===== config.mk =====
export PLATFORM = sky130hd
export DESIGN_NAME = mreq_pkt_tx_flat
export DESIGN_NICKNAME = d
export VERILOG_FILES = /design/src/rtl/mreq_pkt_tx_if.sv /design/src/rtl/mreq_pkt_tx.sv /design/src/flat_wrapper.sv
export SDC_FILE = /design/constraint.sdc
export NUM_CORES = 1
export LEC_CHECK = 0
export CORE_MARGIN = 2
export CORE_UTILIZATION = 35
export CTS_BUF_LIST = sky130_fd_sc_hd__clkbuf_8 sky130_fd_sc_hd__clkbuf_16
export DETAILED_ROUTE_END_ITERATION = 8
export PLACE_DENSITY_LB_ADDON = 0.3
export SLEW_MARGIN = 5
export SYNTH_ARGS = -nofsm -noshare
export SYNTH_HDL_FRONTEND = slang
export SYNTH_SLANG_ARGS = --single-unit
export TNS_END_PERCENT = 10

===== constraint.sdc =====
create_clock -name clk -period 4 [get_ports clk]
set_clock_uncertainty 0.2 [all_clocks]
set_input_delay 1 -clock clk [delete_from_list [all_inputs] [get_ports clk]]
set_output_delay 1 -clock clk [all_outputs]
set_load 0.1 [all_outputs]

===== src/rtl/mreq_pkt_tx_if.sv =====
// mreq_pkt_tx_if
//   Bundles the three handshakes of the MREQ packet transmitter:
//     - byte stream to the Tx FIFO   : o_tx_data, o_tx_valid, i_tx_ready
//     - MREQ request from arbiter    : i_mreq_valid, o_mreq_ready, i_mreq_wr,
//                                      i_mreq_wsize, i_mreq_aincr, i_mreq_size,
//                                      i_mreq_addr
//     - write payload words          : i_wdata, i_wdata_valid, o_wdata_ready
//   Signal names keep the transmitter's point of view (i_ = into it, o_ = out of it).
//   modport slave  : the transmitter itself.
//   modport master : the surrounding logic (arbiter, payload source and byte sink).
interface mreq_pkt_tx_if #(
  parameter int ADDR_BYTES = 4,
  parameter int WORD_BYTES = 4
);
  logic [7:0]              o_tx_data;
  logic                    o_tx_valid;
  logic                    i_tx_ready;
  logic                    i_mreq_valid;
  logic                    o_mreq_ready;
  logic                    i_mreq_wr;
  logic [1:0]              i_mreq_wsize;
  logic                    i_mreq_aincr;
  logic [7:0]              i_mreq_size;
  logic [8*ADDR_BYTES-1:0] i_mreq_addr;
  logic [8*WORD_BYTES-1:0] i_wdata;
  logic                    i_wdata_valid;
  logic                    o_wdata_ready;

  modport slave (
    output o_tx_data, o_tx_valid, o_mreq_ready, o_wdata_ready,
    input  i_tx_ready, i_mreq_valid, i_mreq_wr, i_mreq_wsize, i_mreq_aincr,
           i_mreq_size, i_mreq_addr, i_wdata, i_wdata_valid
  );

  modport master (
    input  o_tx_data, o_tx_valid, o_mreq_ready, o_wdata_ready,
    output i_tx_ready, i_mreq_valid, i_mreq_wr, i_mreq_wsize, i_mreq_aincr,
           i_mreq_size, i_mreq_addr, i_wdata, i_wdata_valid
  );
endinterface


===== src/rtl/mreq_pkt_tx.sv =====
// mreq_pkt_tx
//   Serialises one MREQ into a byte packet for the UART/FT Tx FIFO:
//     START, OP, WCOUNT, ADDR_BYTES address bytes (LSB first), header CRC8,
//   and for writes the payload: N words of 1/2/4 bytes each, LSB byte first.
//   Optional feature macro MREQ_PKT_TX_DCRC_EN: writes append a CRC8 over the
//   payload bytes only. Without it a write ends on its last payload byte.
// Ports
//   clk  : clock, rising edge
//   rst  : synchronous reset, active high; abandons any packet in flight
//   bus  : mreq_pkt_tx_if.slave (byte stream out, MREQ request in, payload words in)
// Parameters
//   ADDR_BYTES    : address bytes sent (1..4)
//   WORD_BYTES    : payload word width in bytes (1..4); bytes above it read as 0
//   CMD_TX_START  : START byte value
//   CMD_OP_MREAD  : OP[2:0] code for reads
//   CMD_OP_MWRITE : OP[2:0] code for writes
//   CRC_POLY      : CRC8 polynomial (MSB first, init 0, no final xor)
module mreq_pkt_tx #(
  parameter int         ADDR_BYTES    = 4,
  parameter int         WORD_BYTES    = 4,
  parameter logic [7:0] CMD_TX_START  = 8'hA5,
  parameter logic [2:0] CMD_OP_MREAD  = 3'd1,
  parameter logic [2:0] CMD_OP_MWRITE = 3'd2,
  parameter logic [7:0] CRC_POLY      = 8'h07
) (
  input  logic         clk,
  input  logic         rst,
  mreq_pkt_tx_if.slave bus
);

  typedef enum logic [2:0] {
    S_IDLE,
    S_START,
    S_OP,
    S_WCOUNT,
    S_ADDR,
    S_HCRC,
    S_PAYLOAD
`ifdef MREQ_PKT_TX_DCRC_EN
    , S_DCRC
`endif
  } state_t;

  function automatic logic [7:0] crc8_byte(input logic [7:0] crc, input logic [7:0] data);
    logic [7:0] c;
    c = crc ^ data;
    for (int i = 0; i < 8; i++) begin
      c = c[7] ? ((c << 1) ^ CRC_POLY) : (c << 1);
    end
    return c;
  endfunction

  state_t                  state_q, state_d;
  logic                    wr_q, wr_d;
  logic [1:0]              wsize_q, wsize_d;
  logic                    aincr_q, aincr_d;
  logic [7:0]              size_q, size_d;
  logic [8*ADDR_BYTES-1:0] addr_q, addr_d;
  logic [1:0]              byte_idx_q, byte_idx_d;   // address byte in ADDR, word byte in PAYLOAD
  logic [8:0]              words_left_q, words_left_d;
  logic [8*WORD_BYTES-1:0] buf_q, buf_d;
  logic                    buf_valid_q, buf_valid_d;
  logic [7:0]              hcrc_q, hcrc_d;
`ifdef MREQ_PKT_TX_DCRC_EN
  logic [7:0]              dcrc_q, dcrc_d;
`endif

  logic [31:0] addr_ext;
  logic [31:0] buf_ext;
  logic [1:0]  last_byte_idx;
  logic [7:0]  op_byte;
  logic [7:0]  tx_data;
  logic        tx_valid;
  logic        ack;
  logic        wdata_ready;
  logic        mreq_ready;

  // Zero-extended views so byte selection never runs past the real width.
  always_comb begin
    addr_ext = '0;
    addr_ext[8*ADDR_BYTES-1:0] = addr_q;
    buf_ext = '0;
    buf_ext[8*WORD_BYTES-1:0] = buf_q;
  end

  // wsize 3 is reserved and transmitted like 4-byte words.
  always_comb begin
    case (wsize_q)
      2'd0:    last_byte_idx = 2'd0;
      2'd1:    last_byte_idx = 2'd1;
      default: last_byte_idx = 2'd3;
    endcase
  end

  assign op_byte = {2'b00, wsize_q, aincr_q, (wr_q ? CMD_OP_MWRITE : CMD_OP_MREAD)};

  // Byte presented to the sink depends only on registered state, so it holds
  // steady while the sink stalls.
  always_comb begin
    tx_valid = 1'b0;
    tx_data  = 8'h00;
    case (state_q)
      S_START:  begin tx_valid = 1'b1; tx_data = CMD_TX_START; end
      S_OP:     begin tx_valid = 1'b1; tx_data = op_byte; end
      S_WCOUNT: begin tx_valid = 1'b1; tx_data = size_q; end
      S_ADDR:   begin tx_valid = 1'b1; tx_data = addr_ext[{byte_idx_q, 3'b000} +: 8]; end
      S_HCRC:   begin tx_valid = 1'b1; tx_data = hcrc_q; end
      S_PAYLOAD: begin
        tx_valid = buf_valid_q;
        tx_data  = buf_valid_q ? buf_ext[{byte_idx_q, 3'b000} +: 8] : 8'h00;
      end
`ifdef MREQ_PKT_TX_DCRC_EN
      S_DCRC:   begin tx_valid = 1'b1; tx_data = dcrc_q; end
`endif
      default:  begin tx_valid = 1'b0; tx_data = 8'h00; end
    endcase
  end

  assign ack = tx_valid && bus.i_tx_ready;

  // Built only from registers: the sink's ready never reaches o_wdata_ready.
  assign wdata_ready = (state_q == S_PAYLOAD) && !buf_valid_q && (words_left_q != 9'd0);

  always_comb begin
    state_d      = state_q;
    wr_d         = wr_q;
    wsize_d      = wsize_q;
    aincr_d      = aincr_q;
    size_d       = size_q;
    addr_d       = addr_q;
    byte_idx_d   = byte_idx_q;
    words_left_d = words_left_q;
    buf_d        = buf_q;
    buf_valid_d  = buf_valid_q;
    hcrc_d       = hcrc_q;
`ifdef MREQ_PKT_TX_DCRC_EN
    dcrc_d       = dcrc_q;
`endif
    mreq_ready   = 1'b0;

    case (state_q)
      S_IDLE: begin
        if (bus.i_mreq_valid) begin
          wr_d         = bus.i_mreq_wr;
          wsize_d      = bus.i_mreq_wsize;
          aincr_d      = bus.i_mreq_aincr;
          size_d       = bus.i_mreq_size;
          addr_d       = bus.i_mreq_addr;
          words_left_d = (bus.i_mreq_size == 8'd0) ? 9'd256 : {1'b0, bus.i_mreq_size};
          byte_idx_d   = 2'd0;
          buf_valid_d  = 1'b0;
          hcrc_d       = 8'h00;
`ifdef MREQ_PKT_TX_DCRC_EN
          dcrc_d       = 8'h00;
`endif
          state_d      = S_START;
        end
      end
      S_START: if (ack) begin hcrc_d = crc8_byte(hcrc_q, tx_data); state_d = S_OP; end
      S_OP:    if (ack) begin hcrc_d = crc8_byte(hcrc_q, tx_data); state_d = S_WCOUNT; end
      S_WCOUNT: if (ack) begin hcrc_d = crc8_byte(hcrc_q, tx_data); state_d = S_ADDR; end
      S_ADDR: begin
        if (ack) begin
          hcrc_d = crc8_byte(hcrc_q, tx_data);
          if (byte_idx_q == 2'(ADDR_BYTES - 1)) begin
            byte_idx_d = 2'd0;
            state_d    = S_HCRC;
          end else begin
            byte_idx_d = byte_idx_q + 2'd1;
          end
        end
      end
      S_HCRC: begin
        if (ack) begin
          if (wr_q) begin
            state_d = S_PAYLOAD;
          end else begin
            state_d    = S_IDLE;
            mreq_ready = 1'b1;
          end
        end
      end
      S_PAYLOAD: begin
        // Accept and ack are exclusive: one needs the buffer empty, the other full.
        if (wdata_ready && bus.i_wdata_valid) begin
          buf_d        = bus.i_wdata;
          buf_valid_d  = 1'b1;
          words_left_d = words_left_q - 9'd1;
        end
        if (ack) begin
`ifdef MREQ_PKT_TX_DCRC_EN
          dcrc_d = crc8_byte(dcrc_q, tx_data);
`endif
          if (byte_idx_q == last_byte_idx) begin
            byte_idx_d  = 2'd0;
            buf_valid_d = 1'b0;
            // words_left already counts the word being drained.
            if (words_left_q == 9'd0) begin
`ifdef MREQ_PKT_TX_DCRC_EN
              state_d = S_DCRC;
`else
              state_d    = S_IDLE;
              mreq_ready = 1'b1;
`endif
            end
          end else begin
            byte_idx_d = byte_idx_q + 2'd1;
          end
        end
      end
`ifdef MREQ_PKT_TX_DCRC_EN
      S_DCRC: begin
        if (ack) begin
          state_d    = S_IDLE;
          mreq_ready = 1'b1;
        end
      end
`endif
      default: state_d = S_IDLE;
    endcase
  end

  always_ff @(posedge clk) begin
    if (rst) begin
      state_q      <= S_IDLE;
      wr_q         <= 1'b0;
      wsize_q      <= 2'd0;
      aincr_q      <= 1'b0;
      size_q       <= 8'd0;
      addr_q       <= '0;
      byte_idx_q   <= 2'd0;
      words_left_q <= 9'd0;
      buf_q        <= '0;
      buf_valid_q  <= 1'b0;
      hcrc_q       <= 8'h00;
`ifdef MREQ_PKT_TX_DCRC_EN
      dcrc_q       <= 8'h00;
`endif
    end else begin
      state_q      <= state_d;
      wr_q         <= wr_d;
      wsize_q      <= wsize_d;
      aincr_q      <= aincr_d;
      size_q       <= size_d;
      addr_q       <= addr_d;
      byte_idx_q   <= byte_idx_d;
      words_left_q <= words_left_d;
      buf_q        <= buf_d;
      buf_valid_q  <= buf_valid_d;
      hcrc_q       <= hcrc_d;
`ifdef MREQ_PKT_TX_DCRC_EN
      dcrc_q       <= dcrc_d;
`endif
    end
  end

  assign bus.o_tx_data     = tx_data;
  assign bus.o_tx_valid    = tx_valid;
  assign bus.o_mreq_ready  = mreq_ready;
  assign bus.o_wdata_ready = wdata_ready;

endmodule


===== src/flat_wrapper.sv =====
// flat-port wrapper written by rule: the top's interface ports become plain ports
module mreq_pkt_tx_flat 
#(
  parameter int         ADDR_BYTES    = 4,
  parameter int         WORD_BYTES    = 4,
  parameter logic [7:0] CMD_TX_START  = 8'hA5,
  parameter logic [2:0] CMD_OP_MREAD  = 3'd1,
  parameter logic [2:0] CMD_OP_MWRITE = 3'd2,
  parameter logic [7:0] CRC_POLY      = 8'h07
)
  (clk, rst, bus_o_tx_data, bus_o_tx_valid, bus_o_mreq_ready, bus_o_wdata_ready, bus_i_tx_ready, bus_i_mreq_valid, bus_i_mreq_wr, bus_i_mreq_wsize, bus_i_mreq_aincr, bus_i_mreq_size, bus_i_mreq_addr, bus_i_wdata, bus_i_wdata_valid);
  mreq_pkt_tx_if #(.ADDR_BYTES(ADDR_BYTES), .WORD_BYTES(WORD_BYTES)) bus_i ();
  input  logic clk;
  input  logic rst;
  output wire logic [$bits(bus_i.o_tx_data)-1:0] bus_o_tx_data;
  output wire logic [$bits(bus_i.o_tx_valid)-1:0] bus_o_tx_valid;
  output wire logic [$bits(bus_i.o_mreq_ready)-1:0] bus_o_mreq_ready;
  output wire logic [$bits(bus_i.o_wdata_ready)-1:0] bus_o_wdata_ready;
  input wire logic [$bits(bus_i.i_tx_ready)-1:0] bus_i_tx_ready;
  input wire logic [$bits(bus_i.i_mreq_valid)-1:0] bus_i_mreq_valid;
  input wire logic [$bits(bus_i.i_mreq_wr)-1:0] bus_i_mreq_wr;
  input wire logic [$bits(bus_i.i_mreq_wsize)-1:0] bus_i_mreq_wsize;
  input wire logic [$bits(bus_i.i_mreq_aincr)-1:0] bus_i_mreq_aincr;
  input wire logic [$bits(bus_i.i_mreq_size)-1:0] bus_i_mreq_size;
  input wire logic [$bits(bus_i.i_mreq_addr)-1:0] bus_i_mreq_addr;
  input wire logic [$bits(bus_i.i_wdata)-1:0] bus_i_wdata;
  input wire logic [$bits(bus_i.i_wdata_valid)-1:0] bus_i_wdata_valid;
  assign bus_o_tx_data = bus_i.o_tx_data;
  assign bus_o_tx_valid = bus_i.o_tx_valid;
  assign bus_o_mreq_ready = bus_i.o_mreq_ready;
  assign bus_o_wdata_ready = bus_i.o_wdata_ready;
  assign bus_i.i_tx_ready = bus_i_tx_ready;
  assign bus_i.i_mreq_valid = bus_i_mreq_valid;
  assign bus_i.i_mreq_wr = bus_i_mreq_wr;
  assign bus_i.i_mreq_wsize = bus_i_mreq_wsize;
  assign bus_i.i_mreq_aincr = bus_i_mreq_aincr;
  assign bus_i.i_mreq_size = bus_i_mreq_size;
  assign bus_i.i_mreq_addr = bus_i_mreq_addr;
  assign bus_i.i_wdata = bus_i_wdata;
  assign bus_i.i_wdata_valid = bus_i_wdata_valid;
  mreq_pkt_tx #(.ADDR_BYTES(ADDR_BYTES), .WORD_BYTES(WORD_BYTES), .CMD_TX_START(CMD_TX_START), .CMD_OP_MREAD(CMD_OP_MREAD), .CMD_OP_MWRITE(CMD_OP_MWRITE), .CRC_POLY(CRC_POLY)) u_core (.clk(clk), .rst(rst), .bus(bus_i));
endmodule

==> impl_metrics.py <==
metrics = {
    "routing": {
        "ant_nets": 0,
        "drc": 0,
        "drt-total-wl_um": 13380,
        "drt-wirelength-per-cell_um": 15.10,
        "dr.pass1.iters": 4,
        "drtIter0Drc": 231,
        "num_vias": 4605,
        "post_drt_via_cell_ratio": 5.198,
    },
    "placed_design": {
        "post-place-ws_ps": 528.7,
        "numPortBuffers": 91,
        "gp_congestion": 0.8606,
        "place_area_sq_um": 6127,
        "dpl.hpwl_um": 10040,
    },
    "logic_synthesis": {
        "yosysMostFrequentCell": "nand2_1",
        "ys_ff_latch": 99,
        "synth_seq_area_share": 0.3978,
        "postSynth.asyncResetShare": 0,
        "synth_common_cells": "nand2_1 (180), dfxtp_1 (99), a21oi_1 (98)",
        "syn_inst": 632,
        "postSynthAreaPerCell_sq_um": 7.883,
        "postSynthNetCount": 716,
        "yosysTopAreaCell": "dfxtp_1",
        "yosys_warnings": 0,
        "synth-edff-count": 0,
        "synth_ff_type": "dfxtp_1",
        "ys_types": 63,
        "synthTopCellsByArea": "dfxtp_1 (40%), nand2_1 (14%), a21oi_1 (9.8%)",
        "yosysTopAreaCellShare": 0.3978,
        "synth_area_sq_um": 4982,
    },
    "global_routing": {
        "grt_use_total": 0.1844,
        "antenna_found_initial": 0,
        "grt_max_degree": 60,
        "grt_pass1_vias": 4523,
        "overflow": 0,
        "grt_pass1_wl_um": 21780,
    },
    "timing": {
        "setup_ws_ps": 291.9,
        "timing.fmax_mhz": 269.7,
        "rsz0062_at_grt": "no",
        "final_hold_viol_count": 0,
        "tns_ps": 0,
        "period_share": 0.9270,
        "setup_viol": 0,
        "slew_violations": 0,
        "worstMarginPinSlew_ps": 678.8,
        "relSlewSlack": 0.5475,
        "fin_crit_ps": 3708,
    },
    "worst_setup_path": {
        "critPathLaunchType": "flop",
        "cp.arrival_ps": 2510,
        "cp_slowest_cell": "dfxtp_1",
        "critPathMaxStageDelay_ps": 610,
        "crit_family": "flip-flops",
        "reg2reg_depth": 8,
        "crit_fanout": 12,
        "path_cells": "buf_4, mux4_2, a22o_1, a21oi_1, inv_1, buf_12",
        "critPathRequiredTime_ps": 2800,
        "criticalPathCategory": "reg -> out",
        "critPathBufInv": 3,
        "worst-path-stages": 6,
        "end_kind": "primary output",
    },
    "die": {
        "fp.dieW_um": 123.3,
        "start_util": 0.3589,
        "pin_count": 92,
        "die_y_um": 123.3,
        "die_area_sq_um": 15210,
        "coreArea_sq_um": 13880,
        "core.rowCount": 43,
    },
    "clock_tree": {
        "cts_buffer_depth": 2,
        "postCtsSetupBuffers": 0,
        "clock_sinks": 99,
        "cts.hold.buffers_added": 0,
        "cts_resized": 0,
        "insertion_delay_ps": 350,
        "cts_made_buffers": 9,
        "cts_tree": "yes",
        "clkTransAtPathRegs_ps": 70,
        "h-tree-depth": 3,
        "clockRootBuffer": "clkbuf_16",
    },
    "power_and_ir_drop": {
        "p_int_w": 0.002396,
        "swShare": 0.3781,
        "ir_drop_mv": 0.3807,
        "powerDensity_nw_per_um2": 593.6,
        "seqPwrFrac": 0.332,
        "power_frac_clock": 0.267,
        "power.switching_w": 0.001457,
        "leakage_nw": 2.334,
        "comb_power_share": 0.402,
    },
    "outcome": {
        "status": "finished, final reports clean",
    },
    "final_layout": {
        "n_antenna_cell": 0,
        "finish.net_count": 785,
        "synthToLayoutAreaGrowth_pct": 30.26,
        "design_area_sq_um": 6490,
        "fin_util": 0.4676,
        "layout-drive-gt1-share": 0.09490,
    },
    "hold_path": {
        "holdPathStages": 2,
        "hp-class": "reg -> reg",
    },
    "run": {
        "drv_cap": 0,
    },
}
-- final cells by class --
type | count | area [sq um]
Fill cell | 1394 | 7391
Timing Repair Buffer | 103 | 1094
Multi-Input combinational cell | 473 | 2770
Clock buffer | 11 | 252.7
Clock inverter | 5 | 107.6
Inverter | 15 | 56.30
Tap cell | 180 | 225.2
Sequential cell | 99 | 1984
-- logic make-up after synthesis --
logic type | Yosys count | share of synthesized area
compound gates | 167 | 0.1951
xor+xnor | 21 | 0.03968
fa+ha+maj | 3 | 0.007535
buf+inv | 60 | 0.04972
flops | 99 | 0.3978
mux | 24 | 0.08463
simple gates | 258 | 0.2255
-- worst reg2reg max path: cells and delay by family, from the launching register on --
kind	cells	cell delay, ps
multiplexers	1	620
XOR/XNOR	1	170
AND/OR/NAND/NOR	3	770
AO/OA/AOI/OAI	3	770
flip-flops	1	610
-- power groups by stage --
stage	Combinational (W)	Sequential, W	Clock (W)
after detailed placement	0.00154	0.00129	0
final	0.00155	0.00128	0.00103
after global routing	0.00170	0.00130	0.00108
after global placement	0.00152	0.00129	0
after CTS	0.00155	0.00127	0.00104
after floorplan	0.00119	0.00120	0
-- layer usage --
layer	up-vias	track usage	part of all wire
met2	107	0.3108	0.49
met5	-	0	0
met1	2171	0.2382	0.45
li1	2307	-	-
met4	0	0.06605	0.021
met3	20	0.02952	0.040
-- cell usage in the layout (no fill, tap or decap), drive strengths merged, types with 3 or more instances in the layout --
master         count
o211ai             3
a22oi              5
a21oi             99
mux4              13
clkdlybuf4s50     79
mux2i              8
nand2b             6
xor2               3
nor3               3
clkbuf            11
nand2            180
ha                 3
buf               24
bufinv             3
or3                5
xnor2             17
mux2               3
and4b              3
nor4               3
nor2b              4
nor2              27
o22ai              6
nand3b             3
nand3             10
and2               3
o21ai             27
inv               16
dfxtp             99
-- final timing paths --
check | from | end | slack (ps)
setup reg to reg | u_core.byte_idx_q[1] | u_core.hcrc_q[2] | 780
hold reg to reg | u_core.buf_ext[18] | u_core.buf_ext[18] | 250
hold / removal | u_core.buf_ext[18] | u_core.buf_ext[18] | 250
setup / recovery | u_core.byte_idx_q[1] | bus_o_tx_data[7] | 290
-- flip-flops by register name, summed over array words and instances (netlist names) --
| signal | cells |
|---|---|
| u_core.aincr_q | 1 |
| u_core.state_q | 3 |
| u_core.words_left_q | 9 |
| u_core.hcrc_q | 8 |
| u_core.buf_ext | 32 |
| u_core.buf_valid_q | 1 |
| u_core.byte_idx_q | 2 |
| u_core.wr_q | 1 |
| u_core.size_q | 8 |
| u_core.wsize_q | 2 |
| u_core.addr_ext | 32 |
-- stage by stage --
stage / hold WS, ps / total power (W) / instances
floorplan: 231.5 / 0.002388 / 632
global placement: 241.8 / 0.002802 / 870
detailed placement: 243.3 / 0.002838 / 870
CTS: 252.7 / 0.003865 / 886
global route: 272.3 / 0.004074 / 886
finish: 252.6 / 0.003852 / 886
Note: power is estimated with default switching activity, not from simulation.
